===== src/rtl/irq_ctrl.sv =====
// Interrupt front-end: edge-latching pending register, enable mask, lowest-index grant
// and a one-hot hardInterrupt handshake with acknowledge timeout. Define IRQ_SYNC_EN for async irqIn pins.
module irq_ctrl #(
    parameter int ACK_TIMEOUT = 255
) (
    input  logic       clk,
    input  logic       rstIn,
    input  logic [3:0] irqIn,
    input  logic       maskWe,
    input  logic [3:0] maskIn,
    input  logic       intAck,
    input  logic       clrFlags,
    output logic [3:0] hardInterrupt,
    output logic [3:0] pending,
    output logic [3:0] overrun,
    output logic       timeoutFlag,
    output logic       busy
);

    typedef enum logic [1:0] {
        IDLE,
        ASSERT,
        GAP
    } StateT;

    localparam logic [7:0] TIMEOUT_VAL = 8'(ACK_TIMEOUT);

    StateT      state;
    logic [3:0] syncOut;
    logic [3:0] prevIrq;
    logic [3:0] mask;
    logic [1:0] grant;
    logic [7:0] tmoCount;

    logic [3:0] rise;
    logic [3:0] eligible;
    logic [1:0] lowIdx;
    logic [3:0] clearBits;
    logic [3:0] newOverrun;
    logic       ackHit;
    logic       timeoutHit;

`ifdef IRQ_SYNC_EN
    logic [3:0] sync1;
    logic [3:0] sync2;

    always_ff @(posedge clk) begin
        if (!rstIn) begin
            sync1 <= '0;
            sync2 <= '0;
        end else begin
            sync1 <= irqIn;
            sync2 <= sync1;
        end
    end

    assign syncOut = sync2;
`else
    assign syncOut = irqIn;
`endif

    always_ff @(posedge clk) begin
        if (!rstIn) begin
            prevIrq <= '0;
        end else begin
            prevIrq <= syncOut;
        end
    end

    // An acknowledge only clears the granted bit; a same-cycle edge on that line re-sets it.
    always_comb begin
        rise       = syncOut & ~prevIrq;
        eligible   = pending & mask;
        lowIdx     = 2'd0;
        for (int i = 3; i >= 0; i--) begin
            if (eligible[i]) begin
                lowIdx = 2'(i);
            end
        end
        ackHit     = (state == ASSERT) && intAck;
        timeoutHit = (state == ASSERT) && !intAck && (tmoCount == TIMEOUT_VAL);
        clearBits  = ackHit ? (4'b0001 << grant) : 4'b0000;
        newOverrun = rise & pending & ~clearBits;
    end

    always_ff @(posedge clk) begin
        if (!rstIn) begin
            pending     <= '0;
            overrun     <= '0;
            timeoutFlag <= 1'b0;
            mask        <= '0;
        end else begin
            pending     <= (pending & ~clearBits) | rise;
            overrun     <= (clrFlags ? 4'b0000 : overrun) | newOverrun;
            timeoutFlag <= (clrFlags ? 1'b0 : timeoutFlag) | timeoutHit;
            if (maskWe) begin
                mask <= maskIn;
            end
        end
    end

    always_ff @(posedge clk) begin
        if (!rstIn) begin
            state         <= IDLE;
            grant         <= 2'd0;
            tmoCount      <= 8'd0;
            hardInterrupt <= 4'b0000;
            busy          <= 1'b0;
        end else begin
            case (state)
                IDLE: begin
                    if (eligible != 4'b0000) begin
                        grant         <= lowIdx;
                        tmoCount      <= 8'd0;
                        hardInterrupt <= 4'b0001 << lowIdx;
                        busy          <= 1'b1;
                        state         <= ASSERT;
                    end
                end
                ASSERT: begin
                    if (intAck || timeoutHit) begin
                        hardInterrupt <= 4'b0000;
                        state         <= GAP;
                    end else begin
                        tmoCount <= tmoCount + 8'd1;
                    end
                end
                GAP: begin
                    busy  <= 1'b0;
                    state <= IDLE;
                end
                default: begin
                    hardInterrupt <= 4'b0000;
                    busy          <= 1'b0;
                    state         <= IDLE;
                end
            endcase
        end
    end

endmodule

===== config.mk =====
export PLATFORM = sky130hd
export DESIGN_NAME = irq_ctrl
export DESIGN_NICKNAME = d
export VERILOG_FILES = /design/src/rtl/irq_ctrl.sv
export SDC_FILE = /design/constraint.sdc
export NUM_CORES = 1
export LEC_CHECK = 0
export CORE_MARGIN = 8
export CORE_UTILIZATION = 42
export DETAILED_ROUTE_END_ITERATION = 6
export GPL_ROUTABILITY_DRIVEN = 0
export PLACE_DENSITY = 0.64
export SETUP_SLACK_MARGIN = 0.02
export SLEW_MARGIN = 30
export SYNTH_ARGS = -nofsm -noshare
export SYNTH_HDL_FRONTEND = slang
export SYNTH_SLANG_ARGS = --single-unit

===== constraint.sdc =====
create_clock -name clk -period 2.05 [get_ports clk]
set_input_delay 0.205 -clock clk [delete_from_list [all_inputs] [get_ports clk]]
set_output_delay 0.205 -clock clk [all_outputs]
set_load 0.1 [all_outputs]

==> out/metrics.csv, run 1 <==
stage;metric;value;unit
status;status;finished clean;
sta;tightestPinTransition;0.507;ns
detailed_routing;wl_per_cell;14.5;um
power_and_ir_drop;seq_power_share;0.523;
power_and_ir_drop;power_switching;430;uW
die;die_w;74.3;um
setup_path;end_kind;flop;
flow_run;drv_cap;0;
power_and_ir_drop;power.total;1.37;mW
setup_path;crit_fanout;6;
grt;grt_pass1_wl;5910;um
sta;clock-skew-final;0.00373;ns
sta;final_hold_viol_count;0;
sta;fmax;0.586;GHz
logic_synthesis;synth.ff_latch_count;34;
power_and_ir_drop;internal-power;936;uW
logic_synthesis;netlist_area;1430;um^2
finish;finalInstanceArea;1780;um^2
cts;clock-root-buffer;clkbuf_4;
finish;post_route_cells_drive_above_1_share;0.161;
setup_path;cp.arrival;1.96;ns
cts;ctsResizeCount;0;
logic_synthesis;synth_cell_types;40;
sta;maxSlewHeadroom;0.661;
logic_synthesis;ys.flop_type;dfxtp_1;
power_and_ir_drop;power_density;769;nW/um^2
die;ioPinCount;27;
sta;post-route-min-period;1.71;ns
placed_design;port_buffers;26;
sta;setup_violations;0;
placed_design;place_area;1720;um^2
finish;nFillCells;331;
logic_synthesis;synthSimpleGateAreaFrac;0.244;
die;die_h;74.3;um
cts;cts_buffers;5;
cts;ctsHoldBuffers;0;
detailed_routing;first_iter_violations;156;
power_and_ir_drop;vdd_drop_max;0.000377;V
logic_synthesis;postSynthCellCount;161;
hold_path;min_path_type;in -> reg;
logic_synthesis;ys_seq_area_frac;0.477;
die;rows;21;
power_and_ir_drop;p_clk_frac;0.288;
logic_synthesis;async_flop_share;0;
sta;rsz0062_at_grt;false;
die;coreArea;3310;um^2
logic_synthesis;syn-num-nets;175;
detailed_routing;viasPerCell;5.48;
power_and_ir_drop;p_leak;0.697;nW
logic_synthesis;synth_warnings;0;
logic_synthesis;synth.area.mux_share;0.0281;
logic_synthesis;synth_compound_area_frac;0.215;
placed_design;hpwl;2540;um
logic_synthesis;synth_edf_count;0;
cts;cts_tree;built;
power_and_ir_drop;p_sw_frac;0.315;
detailed_routing;routed_wl;3470;um
setup_path;path_class;reg -> reg;
finish;diodes;0;
finish;nNetsFinal;206;
cts;clk_path_buf_depth;2;
setup_path;cp-start-kind;flop;
sta;fin_tns_setup;0;ns
finish;syn_to_final_growth;24.5;%
cts;cts.sink_count;34;
setup_path;crit_required;2.31;ns
detailed_routing;antenna_left;0;
sta;fin_crit_sh;0.832;
power_and_ir_drop;pwr-share-comb;0.189;
die;initial_core_util;0.431;
detailed_routing;num_vias;1310;
logic_synthesis;syn_area_per_cell;8.86;um^2
cts;htree_levels;2;
cts;postCtsSetupRepairBufs;0;
cts;clk_pin_slew;0.10;ns
sta;layout_setup_ws;0.344;ns
logic_synthesis;yosys.area_share.adder;0.00877;
die;die_area;5520;um^2
logic_synthesis;synthXorXnorAreaFrac;0;
detailed_routing;first_pass_iters;5;
logic_synthesis;synth_top_family_by_area;simple AND/OR/NAND/NOR gates;
detailed_routing;route.detailed.drc;0;
grt;grt_pass1_vias;1283;
sta;final-max-slew-violation-count;0;
grt;grtUsageTotal;0.140;
placed_design;pre_cts_ws;0.247;ns
grt;grt.overflow.total;0;
cts;clk_latency;0.34;ns
grt;grt_max_degree;26;
grt;grt_antenna_before_repair;0;
-- power groups by stage --
stage	logic [mW]	clock network, mW	registers (mW)
after floorplan	0.0858	0	0.823
after global placement	0.256	0	0.729
after detailed placement	0.260	0	0.730
after CTS	0.260	0.407	0.714
after global routing	0.277	0.444	0.719
final	0.259	0.394	0.714
-- critical path: stages, from the launching register on --
cell,delay (ns)
dfxtp_1,0.39
ha_1,0.25
and4_1,0.37
a21o_2,0.21
nand2_1,0.13
a311oi_1,0.27
-- cells by family (layout without fill, tap and decap cells) --
kind of cell    Yosys count  count (layout)
flops                    34              34
buf+inv                  10              42
compound gates           48              48
simple gates             64              64
fa+ha+maj                 1               1
mux                       4               4
-- Yosys cell counts, types with 2 or more instances --
master | count | area, um^2
a311oi_1 | 2 | 17.5
o21ai_0 | 13 | 65.1
a21oi_1 | 16 | 80.1
inv_1 | 3 | 11.3
o31ai_1 | 4 | 30.0
nor2b_1 | 2 | 12.5
a22o_1 | 2 | 17.5
clkbuf_1 | 4 | 15.0
nand2_1 | 9 | 33.8
nand3_1 | 10 | 50.1
nand2b_1 | 6 | 37.5
and2_1 | 8 | 50.1
nor2_1 | 13 | 48.8
and3_1 | 3 | 18.8
mux2i_1 | 4 | 40.0
nand4_1 | 4 | 25.0
a211oi_1 | 2 | 15.0
dfxtp_1 | 34 | 681
-- sequential cells by signal, indices dropped and copies added (netlist names) --
register and count:
tmoCount 8, hardInterrupt 4, timeoutFlag 1, pending 4, grant 2, overrun 4
mask 4, prevIrq 4, state 2, busy 1
-- path summary, 6_finish.rpt --
kind / start / to / slack [ns] / cells past startpoint
worst max-delay path: tmoCount[0]$_SDFFE_PN0P_ / tmoCount[3]$_SDFFE_PN0P_ / 0.34 / 5
worst min-delay path: irqIn[2] / prevIrq[2]$_SDFF_PN0_ / 0.45 / 2
worst max register to register: tmoCount[0]$_SDFFE_PN0P_ / tmoCount[3]$_SDFFE_PN0P_ / 0.34 / 5
worst min register to register: overrun[2]$_SDFF_PN0_ / overrun[2]$_SDFF_PN0_ / 0.47 / 2
-- per-layer routing --
layer / global-route usage / share of wire / routed length [um] / vias to the layer above
met2: 0.229 / 0.47 / 1630 / 32
met3: 0.0606 / 0.056 / 194 / 5
met1: 0.159 / 0.46 / 1590 / 624
met4: 0.0500 / 0.014 / 49 / 0
met5: 0 / 0 / 0 / -
li1: - / - / - / 649
-- metrics by stage --
step | hold WS (ns) | cells | utilization
2_1_floorplan | 0.327 | 161 | -
3_3_place_gp | 0.452 | 231 | 0.518
3_5_place_dp | 0.453 | 231 | 0.518
4_1_cts | 0.444 | 239 | 0.536
5_1_grt | 0.449 | 239 | 0.536
6_report | 0.454 | 239 | 0.536
-- placed cells by master (no fill, tap or decap), drive strengths merged, types with 2 or more instances in the layout --
cell type and n:
dfxtp 34, buf 18, a21oi 17, o21ai 14, nor2 13, clkdlybuf4s50 12, nand3 10, nand2 9
and2 8, clkbuf 7, nand2b 6, nand4 4, o31ai 4, mux2i 4, and3 4, inv 3
a22o 2, nor2b 2, a211oi 2, a311oi 2, clkinv 2
-- area by class of cell --
cell class	instances	area, um^2	area share
Clock inverter	1	5.00	0.00282
Multi-Input combinational cell	117	707	0.398
Clock buffer	7	55.1	0.0310
Inverter	4	15.0	0.00846
Sequential cell	34	681	0.383
Timing Repair Buffer	30	255	0.144
Tap cell	46	57.6	0.0324
(Power assumes the default switching activity.)
==> inputs of run 2 (changes only) <==
==> constraint.sdc (replaced) <==
create_clock -name clk -period 1.7 [get_ports clk]
set_input_delay 0.17 -clock clk [delete_from_list [all_inputs] [get_ports clk]]
set_output_delay 0.17 -clock clk [all_outputs]
set_load 0.1 [all_outputs]
==> run 2 against run 1 <==
Flip-flop and latch count stayed put. Wire length down 2.5%. Maximum frequency increased by 10%. Cell area increased by 3.5%. Clock power up 8.1%. Register-to-register slack got worse by 0.19 ns. Clock skew increased by 0.0016 ns. Largest power group unchanged.
==> out/metrics.csv, run 2 (synthesis gave the netlist of run 1 again) <==
stage;metric;value;unit;change
setup_path;cp.arrival;1.79;ns;-0.17 ns
sta;layout_setup_ws;0.155;ns;-0.189 ns
detailed_routing;dr.max_layer_used;met4;;
grt;grt_max_degree;20;;-23%
flow_run;drv_cap;0;;unchanged
setup_path;end_kind;flop;;
grt;grt_pass1_vias;1312;;+2.3%
grt;grt_pass1_wl;5840;um;-1.3%
placed_design;port_buffers;26;;unchanged
setup_path;crit_fanout;5;;-1
power_and_ir_drop;vdd_drop_max;0.000448;V;+19%
detailed_routing;wl_met3;154;um;-21%
detailed_routing;first_iter_violations;104;;-33%
cts;postCtsSetupRepairBufs;0;;unchanged
detailed_routing;routed_wl;3380;um;-2.5%
setup_path;path_class;reg -> reg;;
cts;clk_pin_slew;0.09;ns;about the same
grt;grtUsageTotal;0.137;;-0.00362
finish;multi_input_area;708;um^2;+0.18%
detailed_routing;route.detailed.drc;0;;unchanged
sta;fin_crit_sh;0.909;;+0.0768
grt;grt_antenna_before_repair;0;;unchanged
finish;diodes;0;;unchanged
sta;final_hold_viol_count;0;;unchanged
finish;final_cell_mix;dfxtp_1 (29), buf_4 (21), a21oi_1 (16);;
finish;largest_register_ff_count;8;;unchanged
sta;fmax;0.647;GHz;+10%
sta;clock-skew-final;0.00537;ns;+0.00164 ns
die;ioPinCount;27;;unchanged
sta;tightestPinTransition;0.403;ns;-0.105 ns
cts;cts_buffers;5;;unchanged
sta;final-max-slew-violation-count;0;;unchanged
detailed_routing;wl_per_cell;14.0;um;-3.7%
placed_design;hpwl;2570;um;+1.0%
finish;fin_util;0.555;;+0.0185
finish;post_route_cells_drive_above_1_share;0.209;;+0.0486
die;die_h;74.3;um;unchanged
die;die_w;74.3;um;unchanged
finish;nFillCells;334;;+0.91%
sta;rsz0062_at_grt;false;;
finish;layout_commonest_cell;dfxtp_1;;
power_and_ir_drop;p_leak;0.727;nW;+4.2%
cts;cts.sink_count;34;;unchanged
sta;post-route-min-period;1.55;ns;-0.161 ns
setup_path;cp-start-kind;flop;;
cts;clk_path_buf_depth;2;;unchanged
cts;clk_latency;0.33;ns;about the same
detailed_routing;wl_met2;1550;um;-4.8%
die;die_area;5520;um^2;unchanged
detailed_routing;first_pass_iters;4;;-1
finish;nNetsFinal;211;;+2.4%
hold_path;min_path_type;in -> reg;;
sta;setup_violations;0;;unchanged
detailed_routing;num_vias;1278;;-2.4%
grt;grt.overflow.total;0;;unchanged
detailed_routing;met1_length;1600;um;+0.38%
finish;largest_register;tmoCount;;
detailed_routing;antenna_left;0;;unchanged
finish;seqCellArea;687;um^2;+0.92%
setup_path;crit_required;1.95;ns;-0.36 ns
placed_design;pre_cts_ws;-0.0239;ns;-0.271 ns
die;rows;21;;unchanged
die;coreArea;3310;um^2;unchanged
cts;htree_levels;2;;unchanged
cts;clock-root-buffer;clkbuf_4;;
sta;maxSlewHeadroom;0.729;;+0.0679
cts;cts_tree;built;;
status;status;finished clean;;
power_and_ir_drop;power_density;883;nW/um^2;+15%
finish;syn_to_final_growth;28.8;%;
detailed_routing;viasPerCell;5.28;;-3.7%
die;initial_core_util;0.431;;unchanged
-- run 2: critical path: stages (launching register included) --
cell and delay, ns:
dfxtp_2 0.37, ha_1 0.20, and4_2 0.30, a21o_2 0.18
nand2_1 0.14, a311oi_1 0.27
-- run 2: area by class of cell --
class / count / share of cell area
timing repair buffer: 35 / 0.173
multi-input combinational: 117 / 0.386
clock buffer: 6 / 0.0279
sequential: 34 / 0.374
tap: 46 / 0.0313
inverter: 4 / 0.00817
-- run 2: layer usage --
metal  vias up  track usage
li1        653            -
met1       587        0.169
met2        30        0.212
met3         8       0.0404
met4         0       0.0652
met5         -            0
-- run 2: power by group --
part,internal (mW),leakage (nW),switching [mW]
clock,0.186,0.0302,0.240
combinational,0.112,0.417,0.217
sequential,0.834,0.279,0.0319
-- run 2: stage by stage --
| step | instance area [um^2] | power (mW) | TNS, ns | hold slack (ns) | instances |
|---|---|---|---|---|---|
| finish | 1840 | 1.62 | 0 | 0.418 | 242 |
| global route | 1840 | 1.70 | 0 | 0.434 | 242 |
| floorplan | 1430 | 1.10 | 0 | 0.292 | 161 |
| detailed placement | 1780 | 1.21 | -0.0239 | 0.452 | 236 |
| global placement | 1780 | 1.21 | 0 | 0.450 | 236 |
| CTS | 1830 | 1.64 | 0 | 0.406 | 242 |
-- run 2: what timing repair did --
action | CTS | global route
hold endpoints to repair | 0 | 0
hold buffers | 0 | 0
setup endpoints to repair | 0 | 3
gates resized for setup | 0 | 2
-- run 2: final timing paths --
check	start	end	slack, ns	cells after the start
max	tmoCount[0]$_SDFFE_PN0P_	tmoCount[3]$_SDFFE_PN0P_	0.15	5
min	irqIn[2]	prevIrq[2]$_SDFF_PN0_	0.42	2
max reg2reg	tmoCount[0]$_SDFFE_PN0P_	tmoCount[3]$_SDFFE_PN0P_	0.15	5
min reg2reg	overrun[2]$_SDFF_PN0_	overrun[2]$_SDFF_PN0_	0.47	2
==> inputs of run 3 (changes only) <==
--- a/config.mk
+++ b/config.mk
@@ -7,6 +7,7 @@
 export LEC_CHECK = 0
 export CORE_MARGIN = 8
 export CORE_UTILIZATION = 42
+export CTS_BUF_LIST = sky130_fd_sc_hd__clkbuf_2 sky130_fd_sc_hd__clkbuf_4 sky130_fd_sc_hd__clkbuf_8
 export DETAILED_ROUTE_END_ITERATION = 6
 export GPL_ROUTABILITY_DRIVEN = 0
 export PLACE_DENSITY = 0.64
==> results of run 3 <==
No change in the layout: final DEF, timing and power equal those of run 2.
